[src/rtl/wordcell_ctrl_pkg.sv]
// Shared types and constants for the word-cell access controller.
// The optional write-verify states are present only with WORDCELL_WRITE_VERIFY_EN.
package wordcell_ctrl_pkg;

    localparam int WORDS_DEF = 8;
    localparam int WIDTH_DEF = 8;

    localparam logic OP_READ  = 1'b0;
    localparam logic OP_WRITE = 1'b1;

    typedef enum logic [2:0] {
        IDLE,
        SETUP,
        STROBE,
        SAMPLE,
        RESP
`ifdef WORDCELL_WRITE_VERIFY_EN
        ,
        VSETUP,
        VSAMPLE
`endif
    } state_t;

endpackage

[src/rtl/wordcell_addr_decode.sv]
// Combinational word-index to one-hot decode with an in-range flag.
// Indices at or above WORDS decode to an all-zero select.
module wordcell_addr_decode
    import wordcell_ctrl_pkg::*;
#(
    parameter int WORDS  = WORDS_DEF,
    parameter int ADDR_W = $clog2(WORDS)
) (
    input  logic [ADDR_W-1:0] addr,
    output logic [WORDS-1:0]  onehot,
    output logic              in_range
);

    // NOTE: every output of a combinational block gets a default first so no latch is inferred.
    always_comb begin
        onehot   = '0;
        in_range = (int'(addr) < WORDS);
        for (int i = 0; i < WORDS; i++) begin
            onehot[i] = (int'(addr) == i);
        end
    end

endmodule

[src/rtl/wordcell_access_ctrl.sv]
// Request/response sequencer for a bank of NAND-latch word cells; every output is a flop.
// Define WORDCELL_WRITE_VERIFY_EN to read back each write and flag mismatches.
module wordcell_access_ctrl
    import wordcell_ctrl_pkg::*;
#(
    parameter int WORDS  = WORDS_DEF,
    parameter int WIDTH  = WIDTH_DEF,
    parameter int ADDR_W = $clog2(WORDS)
) (
    input  logic              clk,
    input  logic              rst,
    input  logic              req_valid,
    output logic              req_ready,
    input  logic              req_write,
    input  logic [ADDR_W-1:0] req_addr,
    input  logic [WIDTH-1:0]  req_wdata,
    output logic              rsp_valid,
    input  logic              rsp_ready,
    output logic [WIDTH-1:0]  rsp_rdata,
    output logic              rsp_err,
    output logic              cell_op,
    output logic [WORDS-1:0]  cell_sel,
    output logic [WIDTH-1:0]  cell_in_bus,
    input  logic [WIDTH-1:0]  cell_out_bus
);

    state_t state, state_d;

    logic             is_write;
    logic             addr_ok;
    logic             accept;
    logic [WORDS-1:0] dec_onehot;
    logic             dec_in_range;
`ifdef WORDCELL_WRITE_VERIFY_EN
    logic [WIDTH-1:0] wdata_q;
`endif

    logic             req_ready_d;
    logic             rsp_valid_d;
    logic [WIDTH-1:0] rsp_rdata_d;
    logic             rsp_err_d;
    logic             cell_op_d;
    logic [WORDS-1:0] cell_sel_d;
    logic [WIDTH-1:0] cell_in_bus_d;

    wordcell_addr_decode #(
        .WORDS  (WORDS),
        .ADDR_W (ADDR_W)
    ) u_decode (
        .addr     (req_addr),
        .onehot   (dec_onehot),
        .in_range (dec_in_range)
    );

    assign accept = (state == IDLE) && req_valid && req_ready;

    always_comb begin
        state_d = state;
        case (state)
            IDLE:    if (accept) state_d = SETUP;
            SETUP:   state_d = is_write ? STROBE : SAMPLE;
`ifdef WORDCELL_WRITE_VERIFY_EN
            STROBE:  state_d = VSETUP;
            VSETUP:  state_d = VSAMPLE;
            VSAMPLE: state_d = RESP;
`else
            STROBE:  state_d = RESP;
`endif
            SAMPLE:  state_d = RESP;
            RESP:    if (rsp_ready) state_d = IDLE;
            default: state_d = IDLE;
        endcase
    end

    // Outputs are computed from the next state so the flops present them in that state.
    always_comb begin
        req_ready_d   = (state_d == IDLE);
        rsp_valid_d   = (state_d == RESP);
        cell_op_d     = OP_READ;
        cell_sel_d    = '0;
        cell_in_bus_d = '0;
        rsp_rdata_d   = rsp_rdata;
        rsp_err_d     = rsp_err;

        case (state_d)
            // SETUP is only ever entered straight from an accepted request.
            SETUP: begin
                cell_sel_d    = dec_onehot;
                cell_in_bus_d = req_write ? req_wdata : '0;
            end
            STROBE: begin
                cell_sel_d    = cell_sel;
                cell_in_bus_d = cell_in_bus;
                cell_op_d     = addr_ok ? OP_WRITE : OP_READ;
            end
`ifdef WORDCELL_WRITE_VERIFY_EN
            SAMPLE, VSETUP, VSAMPLE: cell_sel_d = cell_sel;
`else
            SAMPLE:  cell_sel_d = cell_sel;
`endif
            default: ;
        endcase

        case (state)
            SAMPLE: begin
                rsp_rdata_d = addr_ok ? cell_out_bus : '0;
                rsp_err_d   = !addr_ok;
            end
`ifdef WORDCELL_WRITE_VERIFY_EN
            VSAMPLE: begin
                rsp_rdata_d = addr_ok ? cell_out_bus : '0;
                rsp_err_d   = !addr_ok || (cell_out_bus != wdata_q);
            end
`else
            STROBE: begin
                rsp_rdata_d = '0;
                rsp_err_d   = !addr_ok;
            end
`endif
            default: ;
        endcase
    end

    // NOTE: clocked blocks use non-blocking assignments only, so every flop sees pre-edge values.
    always_ff @(posedge clk or posedge rst) begin
        if (rst) state <= IDLE;
        else     state <= state_d;
    end

    always_ff @(posedge clk or posedge rst) begin
        if (rst) begin
            req_ready   <= 1'b0;
            rsp_valid   <= 1'b0;
            rsp_rdata   <= '0;
            rsp_err     <= 1'b0;
            cell_op     <= OP_READ;
            cell_sel    <= '0;
            cell_in_bus <= '0;
            is_write    <= 1'b0;
            addr_ok     <= 1'b0;
`ifdef WORDCELL_WRITE_VERIFY_EN
            wdata_q     <= '0;
`endif
        end else begin
            req_ready   <= req_ready_d;
            rsp_valid   <= rsp_valid_d;
            rsp_rdata   <= rsp_rdata_d;
            rsp_err     <= rsp_err_d;
            cell_op     <= cell_op_d;
            cell_sel    <= cell_sel_d;
            cell_in_bus <= cell_in_bus_d;
            if (accept) begin
                is_write <= req_write;
                addr_ok  <= dec_in_range;
`ifdef WORDCELL_WRITE_VERIFY_EN
                wdata_q  <= req_wdata;
`endif
            end
        end
    end

endmodule

[config.mk]
export PLATFORM = sky130hd
export DESIGN_NAME = wordcell_access_ctrl
export DESIGN_NICKNAME = d
export VERILOG_FILES = /design/src/rtl/wordcell_ctrl_pkg.sv /design/src/rtl/wordcell_addr_decode.sv /design/src/rtl/wordcell_access_ctrl.sv
export SDC_FILE = /design/constraint.sdc
export NUM_CORES = 1
export LEC_CHECK = 0
export BUFFER_PORTS_ARGS = -buffer_cell sky130_fd_sc_hd__buf_2
export CAP_MARGIN = 5
export CORE_UTILIZATION = 49
export CTS_CLUSTER_SIZE = 40
export DETAILED_ROUTE_END_ITERATION = 10
export PLACE_DENSITY = 0.87
export SLEW_MARGIN = 40
export SYNTH_ARGS = -nofsm -noshare
export SYNTH_HDL_FRONTEND = slang
export SYNTH_SLANG_ARGS = --single-unit
[constraint.sdc]
create_clock -name clk -period 3.1 [get_ports clk]
set_input_delay 0.155 -clock clk [delete_from_list [all_inputs] [get_ports clk]]
set_output_delay 0.155 -clock clk [all_outputs]
set_load 0.02 [all_outputs]
==> results.cfg, run 1 <==
[sta]
setup_viol = 0
worstMarginPinSlew_ps = 649
fin_ws_ps = 1470
fmaxAchievable_mhz = 613
grt_setup_unrepaired = no
totalNegativeSetupSlack_ps = 0
hold_viol = 0
finClkSkew_ps = 5.11
period_share = 0.526
maxSlewViolCount = 0
relSlewSlack = 0.567
fin_crit_ps = 1630

[global_route]
grt_pass1_vias = 844
antenna_found_initial = 0
grt_pass1_wl_microns = 3840
grt_overflow = 0
gr-usage-all-layers = 0.209
grt_max_degree = 34

[route]
vias_per_cell = 5.41
route.detailed.drc = 0
routed_wirelength_microns = 2580
vias = 973
wire_per_inst_microns = 14.3
postRouteAntennaNets = 0
first_pass_iters = 4
drtIter0Drc = 11

[power]
p_seq_frac = 0.492
peakVddDrop_v = 0.000438
p_switching_mw = 0.409
p_clk_frac = 0.202
leakagePower_nw = 0.875
p_sw_frac = 0.353
power_frac_comb = 0.306
p_per_area_nw_per_um2 = 733
p_int_mw = 0.751

[clocking]
htree_levels = 2
cts_buffer_depth = 2
cts_tree = yes
cts_root_buf = clkbuf_4
clk_latency_ps = 330
cts_setup_buffers = 0
clkSlewWorstSetupHoldPaths_ps = 90
cts_buffers = 5
cts_sinks = 33

[place]
hpwl_microns = 1850
io_buffers = 51
pre_cts_ws_ps = 1520
place_congestion = 0.742

[finish]
layout_common_cells = buf_2 (51), dfrtp_1 (33), a22o_1 (16)
final_common_cell = buf_2
syn_to_final_growth_pct = 27.5
num_antenna_cells = 0
drive_gt1_frac = 0.408
fillerInstances = 174
nNetsFinal = 176

[floorplanning]
start_util = 0.540
die_y_microns = 52.3
rows = 17
dieArea_sq_um = 2740
ios = 52
core_sq_um = 2300
die_x_microns = 52.3

[yosys]
syn-num-nets = 121
synth_top_cell_by_area = dfrtp_1
ys.flop_type = dfrtp_1
synth_edf_count = 0
synth-seq-area-share = 0.665
syn_avg_cell_area_sq_um = 12.8
synthDistinctLibCells = 23
synth-seq-cells = 33
yosys-top-cells-area = dfrtp_1 (67%), a22o_1 (11%), nand2_1 (3.6%)
ys_async_sr_fraction = 1.00
yosys_warnings = 0
syn_area_sq_um = 1240
synth_top_area_frac = 0.665
synth_cells = 97

[setup_path]
slowest_stage = dfrtp_1
worst_ep_arrival_time_ps = 1890
cp_max_fo = 13
worst_setup_path_start_kind = flip-flop
crit_chain = or2b_1, nor2_1, a22o_1
crit_path_max_incr_delay_ps = 470
required_ps = 3360
worstSetupPathType = reg2reg
endpoint_kind = flip-flop

[hold_path]
hold_path.class = in2reg

[run]
cap_violations = 0

[outcome]
status = complete, no violations
[worst max-delay path: cells and delay by family, from the launching register on]
kind,cells,cell delay [ps]
flops,1,470
compound gates,1,210
simple gates,2,880
[worst paths after layout]
path,start,to,slack [ps],cells after the start
worst min register to register,cell_sel[6]$_DFFE_PP0N_,cell_sel[6]$_DFFE_PP0N_,490,2
min in group asynchronous,rst,rsp_rdata[3]$_DFFE_PP0P_,450,3
max in group asynchronous,rst,rsp_rdata[7]$_DFFE_PP0P_,2220,3
worst min-delay path,req_wdata[6],cell_in_bus[6]$_DFFE_PP0P_,40,2
worst max-delay path,state[1]$_DFF_PP0_,rsp_rdata[5]$_DFFE_PP0P_,1470,3
worst max register to register,state[1]$_DFF_PP0_,rsp_rdata[5]$_DFFE_PP0P_,1470,3
[flip-flops by register name, summed over array words and instances (netlist names)]
register	flops
cell_in_bus	8
state	3
rsp_err	1
req_ready	1
addr_ok	1
cell_op	1
rsp_rdata	8
cell_sel	8
is_write	1
rsp_valid	1
[final cells by class]
type,count,area (sq um),share of cell area
well taps,28,35.0,0.0221
multi-input cells,55,379,0.240
repair buffers,53,273,0.172
inverters,4,15.0,0.00949
flip-flops and latches,33,826,0.522
clock buffers,7,55.1,0.0348
[repair_timing]
action | 4_1_cts | 5_1_grt
gates resized for setup | 0 | 0
hold buffers | 1 | 0
endpoints found under the hold margin | 33 | 0
[stage by stage]
step / instance area, sq um / total power [mW] / std cells / hold WS [ps] / util
after global placement: 1510 / 0.911 / 172 / 375 / 0.657
final: 1580 / 1.16 / 180 / 38.2 / 0.689
after floorplan: 1240 / 0.816 / 97 / 249 / -
after detailed placement: 1510 / 0.927 / 172 / 282 / 0.657
after global routing: 1580 / 1.23 / 180 / 34.1 / 0.689
after CTS: 1570 / 1.16 / 180 / 28.5 / 0.685
[kinds of logic (layout without fill, tap and decap cells)]
logic type / Yosys count / in the layout / share of synthesized area
AO/OA/AOI/OAI: 27 / 27 / 0.175
buffers and inverters: 9 / 64 / 0.0363
flip-flops: 33 / 33 / 0.665
AND/OR/NAND/NOR: 28 / 28 / 0.123
[Yosys cell counts (2+ instances only)]
| master | n |
|---|---|
| nand3_1 | 3 |
| dfrtp_1 | 33 |
| o21ai_0 | 5 |
| buf_2 | 3 |
| a22o_1 | 16 |
| nand2_1 | 12 |
| inv_1 | 4 |
| nor2_1 | 2 |
| nand2b_1 | 2 |
| o41ai_1 | 4 |
[routing by layer]
layer / global-route usage / up-vias / routed length (microns)
met4: 0.132 / 0 / 59
met1: 0.251 / 462 / 1080
li1: - / 465 / -
met3: 0.0667 / 7 / 189
met5: 0 / - / 0
met2: 0.323 / 39 / 1250
[power by group through the flow]
stage	registers (mW)	clock network, mW	logic [mW]
2_1_floorplan	0.644	0	0.173
3_3_place_gp	0.568	0	0.343
3_5_place_dp	0.576	0	0.351
4_1_cts	0.567	0.242	0.353
5_1_grt	0.580	0.257	0.388
6_report	0.571	0.235	0.355
Note: power is estimated with default switching activity, not from simulation.
==> run 2, diff against run 1 <==
--- a/config.mk
+++ b/config.mk
@@ -7,10 +7,10 @@
 export LEC_CHECK = 0
 export BUFFER_PORTS_ARGS = -buffer_cell sky130_fd_sc_hd__buf_2
 export CAP_MARGIN = 5
-export CORE_UTILIZATION = 49
+export CORE_UTILIZATION = 46
 export CTS_CLUSTER_SIZE = 40
 export DETAILED_ROUTE_END_ITERATION = 10
-export PLACE_DENSITY = 0.87
+export PLACE_DENSITY = 0.82
 export SLEW_MARGIN = 40
 export SYNTH_ARGS = -nofsm -noshare
 export SYNTH_HDL_FRONTEND = slang
==> constraint.sdc (replaced) <==
create_clock -name clk -period 1.5 [get_ports clk]
set_input_delay 0.075 -clock clk [delete_from_list [all_inputs] [get_ports clk]]
set_output_delay 0.075 -clock clk [all_outputs]
set_load 0.02 [all_outputs]
==> run 2 against run 1 <==
Net effect:
- worst hold slack got worse by 8.2 ps
- global-route usage rose by 3.5 points
- utilization rose by 4.1 points
- clock power rose to 2.9 times the previous value
- register-to-register slack got worse by 1400 ps
- non-clock buffer count rose by 21
- maximum frequency rose by 15%
- critical endpoint is now cell_sel[5]$_DFFE_PP0N_
==> results.cfg, run 2 (synthesized netlist as in run 1, its figures left out) <==
[floorplanning]
start_util = 0.492
die_y_microns = 53.9
dieArea_sq_um = 2910
ios = 52
core_sq_um = 2520
die_x_microns = 53.9
rows = 18

[global_route]
antenna_found_initial = 0
grt_overflow = 0
grt_max_degree = 34
grt_pass1_vias = 1043
grt_pass1_wl_microns = 4770
gr-usage-all-layers = 0.244

[clocking]
htree_levels = 2
cts_root_buf = clkbuf_4
clkSlewWorstSetupHoldPaths_ps = 90
clk_latency_ps = 340
cts_buffers = 5
cts_buffer_depth = 2
cts_tree = yes
cts_sinks = 33
cts_setup_buffers = 0

[hold_path]
hold_path.class = in2reg
hp-start = rsp_ready

[setup_path]
startpoint = state[1]$_DFF_PP0_
cp_max_fo = 10
slowest_stage = or4_4
endpoint_kind = flip-flop
worstSetupPathType = reg2reg
worst_ep_arrival_time_ps = 1640
r2r-start = state[1]$_DFF_PP0_
worst_setup_path_start_kind = flip-flop
crit_chain = or4_4, o41ai_2
required_ps = 1720
crit_path_max_incr_delay_ps = 620

[finish]
syn_to_final_growth_pct = 48.3
layout_common_cells = buf_2 (51), dfrtp_1 (33), dlygate4sd3_1 (19)
fillerInstances = 175
final_common_cell = buf_2
drive_gt1_frac = 0.402
reg_top3 = cell_in_bus x8, cell_sel x8, rsp_rdata x8
nNetsFinal = 197
finalNonFillerCells = 204
num_antenna_cells = 0

[route]
wire_per_inst_microns = 15.1
routed_wirelength_microns = 3090
vias_per_cell = 5.34
first_pass_iters = 4
postRouteAntennaNets = 0
vias = 1089
route.detailed.drc = 0
drtIter0Drc = 23

[sta]
fin_crit_ps = 1420
grt_setup_unrepaired = yes
fin_ws_ps = 78.9
maxSlewViolCount = 0
relSlewSlack = 0.705
hold_viol = 0
worstMarginPinSlew_ps = 438
finClkSkew_ps = 12.6
fmaxAchievable_mhz = 704
period_share = 0.947
setup_viol = 0

[place]
io_buffers = 51
hpwl_microns = 2030
place_congestion = 0.701
dp.cells = 177
pre_cts_ws_ps = 31.0

[outcome]
status = complete, no violations

[power]
power_mw = 2.67
leakagePower_nw = 1.00
p_per_area_nw_per_um2 = 1450
peakVddDrop_v = 0.00107

[run]
cap_violations = 0
-- run 2: cell count changes in the layout (fill, tap and decap cells not counted), sizes merged --
| cell | delta |
|---|---|
| buf | +3 |
| bufinv | +1 |
| dlygate4sd3 | +18 |
-- run 2: power breakdown --
group          internal, mW  switching, mW  leakage, nW
logic                 0.319          0.484        0.516
registers              1.06          0.120        0.442
clock network         0.398          0.286       0.0455
-- run 2: layer usage --
metal  up-vias  GRT usage  wire length [microns]
met5         -          0                      0
met4         0      0.105                     80
met3        11     0.0876                    146
met2        28      0.424                   1670
met1       544      0.265                   1200
li1        506          -                      -
-- run 2: repair_timing --
item,in CTS,in global routing
cloned,0,0
gates resized for setup,1,4
endpoints found under the setup margin,1,7
hold endpoints to repair,50,0
hold buffers,19,0
pin swaps,0,0
-- run 2: path summary, 6_finish.rpt --
kind,to,cells past startpoint,slack [ps]
max reg2reg,cell_sel[5]$_DFFE_PP0N_,2,80
min in group asynchronous,cell_in_bus[6]$_DFFE_PP0P_,4,340
min,state[2]$_DFF_PP0_,3,30
max in group asynchronous,cell_sel[6]$_DFFE_PP0N_,4,860
min reg2reg,cell_sel[3]$_DFFE_PP0N_,2,490
max,cell_sel[5]$_DFFE_PP0N_,2,80
-- run 2: area by class of cell --
class,count,area [sq um],area share
inverters,4,15.0,0.00816
flip-flops and latches,33,826,0.449
repair buffers,74,475,0.258
multi-input cells,55,402,0.218
well taps,30,37.5,0.0204
clock buffers,7,55.1,0.0299
clock inverters,1,30.0,0.0163
-- run 2: metrics by stage --
step	utilization	hold slack [ps]	area, sq um	setup TNS [ps]
6_report	0.730	30.0	1840	0
5_1_grt	0.730	27.0	1840	-19.1
4_1_cts	0.720	24.5	1820	0
3_5_place_dp	0.608	180	1530	0
3_3_place_gp	0.608	173	1530	0
2_1_floorplan	-	169	1240	0
-- run 2: worst max-delay path: cells and delay by family, from the launching register on --
kind | cells | cell delay [ps]
AO/OA/AOI/OAI | 1 | 250
flip-flops | 1 | 440
AND/OR/NAND/NOR | 1 | 620
==> run 3, diff against run 2 <==
--- a/config.mk
+++ b/config.mk
@@ -7,6 +7,7 @@
 export LEC_CHECK = 0
 export BUFFER_PORTS_ARGS = -buffer_cell sky130_fd_sc_hd__buf_2
 export CAP_MARGIN = 5
+export CORE_MARGIN = 2
 export CORE_UTILIZATION = 46
 export CTS_CLUSTER_SIZE = 40
 export DETAILED_ROUTE_END_ITERATION = 10
==> run 3 against run 2 <==
Net effect:
- flip-flop and latch count unchanged
- design area decreased by 2.0%
- die area increased by 7.6%
- setup slack worse by 27 ps
- critical path depth unchanged
- cell count decreased by 0.49%
- combinational power shrank 1%
- register-to-register slack lost 30 ps
- sequential power hardly changed
- clock skew decreased by 9.5 ps
- worst hold slack barely moved
- first-iteration DRC count decreased by 52%
- critical path type unchanged
- largest power group unchanged
==> results.cfg, run 3 (synthesized netlist as in run 1, its figures left out) <==
[clocking]
clk_latency_ps = 330
htree_levels = 2
cts_sinks = 33
clkSlewWorstSetupHoldPaths_ps = 90
cts_buffer_depth = 2
cts_setup_buffers = 0
cts_tree = yes
cts_root_buf = clkbuf_4
cts_buffers = 5

[route]
postRouteAntennaNets = 0
wire_per_inst_microns = 14.6
route.detailed.drc = 0
first_pass_iters = 4
vias = 1027
routed_wirelength_microns = 2950
drtIter0Drc = 11
vias_per_cell = 5.06

[place]
postPlaceCellArea_sq_um = 1530
io_buffers = 51
hpwl_microns = 2050
place_congestion = 0.710
pre_cts_ws_ps = 24.3

[sta]
finClkSkew_ps = 3.05
maxSlewViolCount = 0
grt_setup_unrepaired = no
totalNegativeSetupSlack_ps = 0
fin_crit_ps = 1450
fin_ws_ps = 52.3
period_share = 0.965
hold_viol = 0
relSlewSlack = 0.717
fmaxAchievable_mhz = 691
worstMarginPinSlew_ps = 421
setup_viol = 0

[floorplanning]
rows = 18
dieArea_sq_um = 3130
die_y_microns = 55.9
core_sq_um = 2520
start_util = 0.492
ios = 52
die_x_microns = 55.9

[outcome]
status = complete, no violations

[global_route]
antenna_found_initial = 0
grt_pass1_wl_microns = 5010
grt_overflow = 0
grt_pass1_vias = 1057
gr-usage-all-layers = 0.213
grt_max_degree = 34

[power]
leakagePower_nw = 0.984
peakVddDrop_v = 0.00109
p_per_area_nw_per_um2 = 1360
power_mw = 2.46

[hold_path]
hold_path.class = in2reg

[setup_path]
cp_max_fo = 10
worstSetupPathType = reg2reg
worst_ep_arrival_time_ps = 1670
endpoint_kind = flip-flop
worst_setup_path_start_kind = flip-flop
required_ps = 1720

[run]
cap_violations = 0

[finish]
final_util = 0.715
num_antenna_cells = 0
final_common_cell = buf_2
drive_gt1_frac = 0.393
syn_to_final_growth_pct = 45.3
layout_common_cells = buf_2 (51), dfrtp_1 (33), dlygate4sd3_1 (19)
fin_area_sq_um = 1800
reg_top3 = cell_in_bus x8, cell_sel x8, rsp_rdata x8
nNetsFinal = 197
[run 3: what timing repair did]
item	4_1_cts	5_1_grt
hold endpoints to repair	51	0
setup endpoints to repair	0	9
resized for setup	0	4
hold buffers	19	0
[run 3: worst paths after layout]
check                                         start                         end  slack, ps  cells after the start
worst max-delay path             state[1]$_DFF_PP0_     cell_sel[1]$_DFFE_PP0N_         50                      2
worst min-delay path                      rsp_ready         rsp_valid$_DFF_PP0_         30                      3
worst max register to register   state[1]$_DFF_PP0_     cell_sel[1]$_DFFE_PP0N_         50                      2
worst min register to register  rsp_err$_DFFE_PP0P_         rsp_err$_DFFE_PP0P_        490                      2
max in group asynchronous                       rst  cell_in_bus[5]$_DFFE_PP0P_        860                      4
min in group asynchronous                       rst    rsp_rdata[3]$_DFFE_PP0P_        360                      4
[run 3: critical path: stages, from the launching register on]
cell and delay (ps):
dfrtp_1 440, or4_4 620, o41ai_1 280
[run 3: layout make-up]
| cell class | count | area, sq um |
|---|---|---|
| Timing Repair Buffer | 74 | 475 |
| Clock buffer | 7 | 55.1 |
| Fill cell | 186 | 719 |
| Inverter | 4 | 15.0 |
| Sequential cell | 33 | 826 |
| Multi-Input combinational cell | 55 | 394 |
| Tap cell | 30 | 37.5 |
[run 3: metal layers]
layer,GRT usage,part of all wire,vias to the layer above
met5,0,0,-
met4,0.0782,0.019,0
met3,0.0814,0.047,7
met2,0.350,0.52,25
met1,0.254,0.42,492
li1,-,-,503
[run 3: stage by stage]
stage                     std cells  hold WS (ps)
final                           203          29.5
after global routing            203          30.7
after CTS                       203          27.0
after detailed placement        177           181
after floorplan                  97           169
after global placement          177           172
[run 3: report_power, final]
part,internal (mW),switching [mW]
sequential,1.06,0.113
combinational,0.317,0.475
clock,0.221,0.271
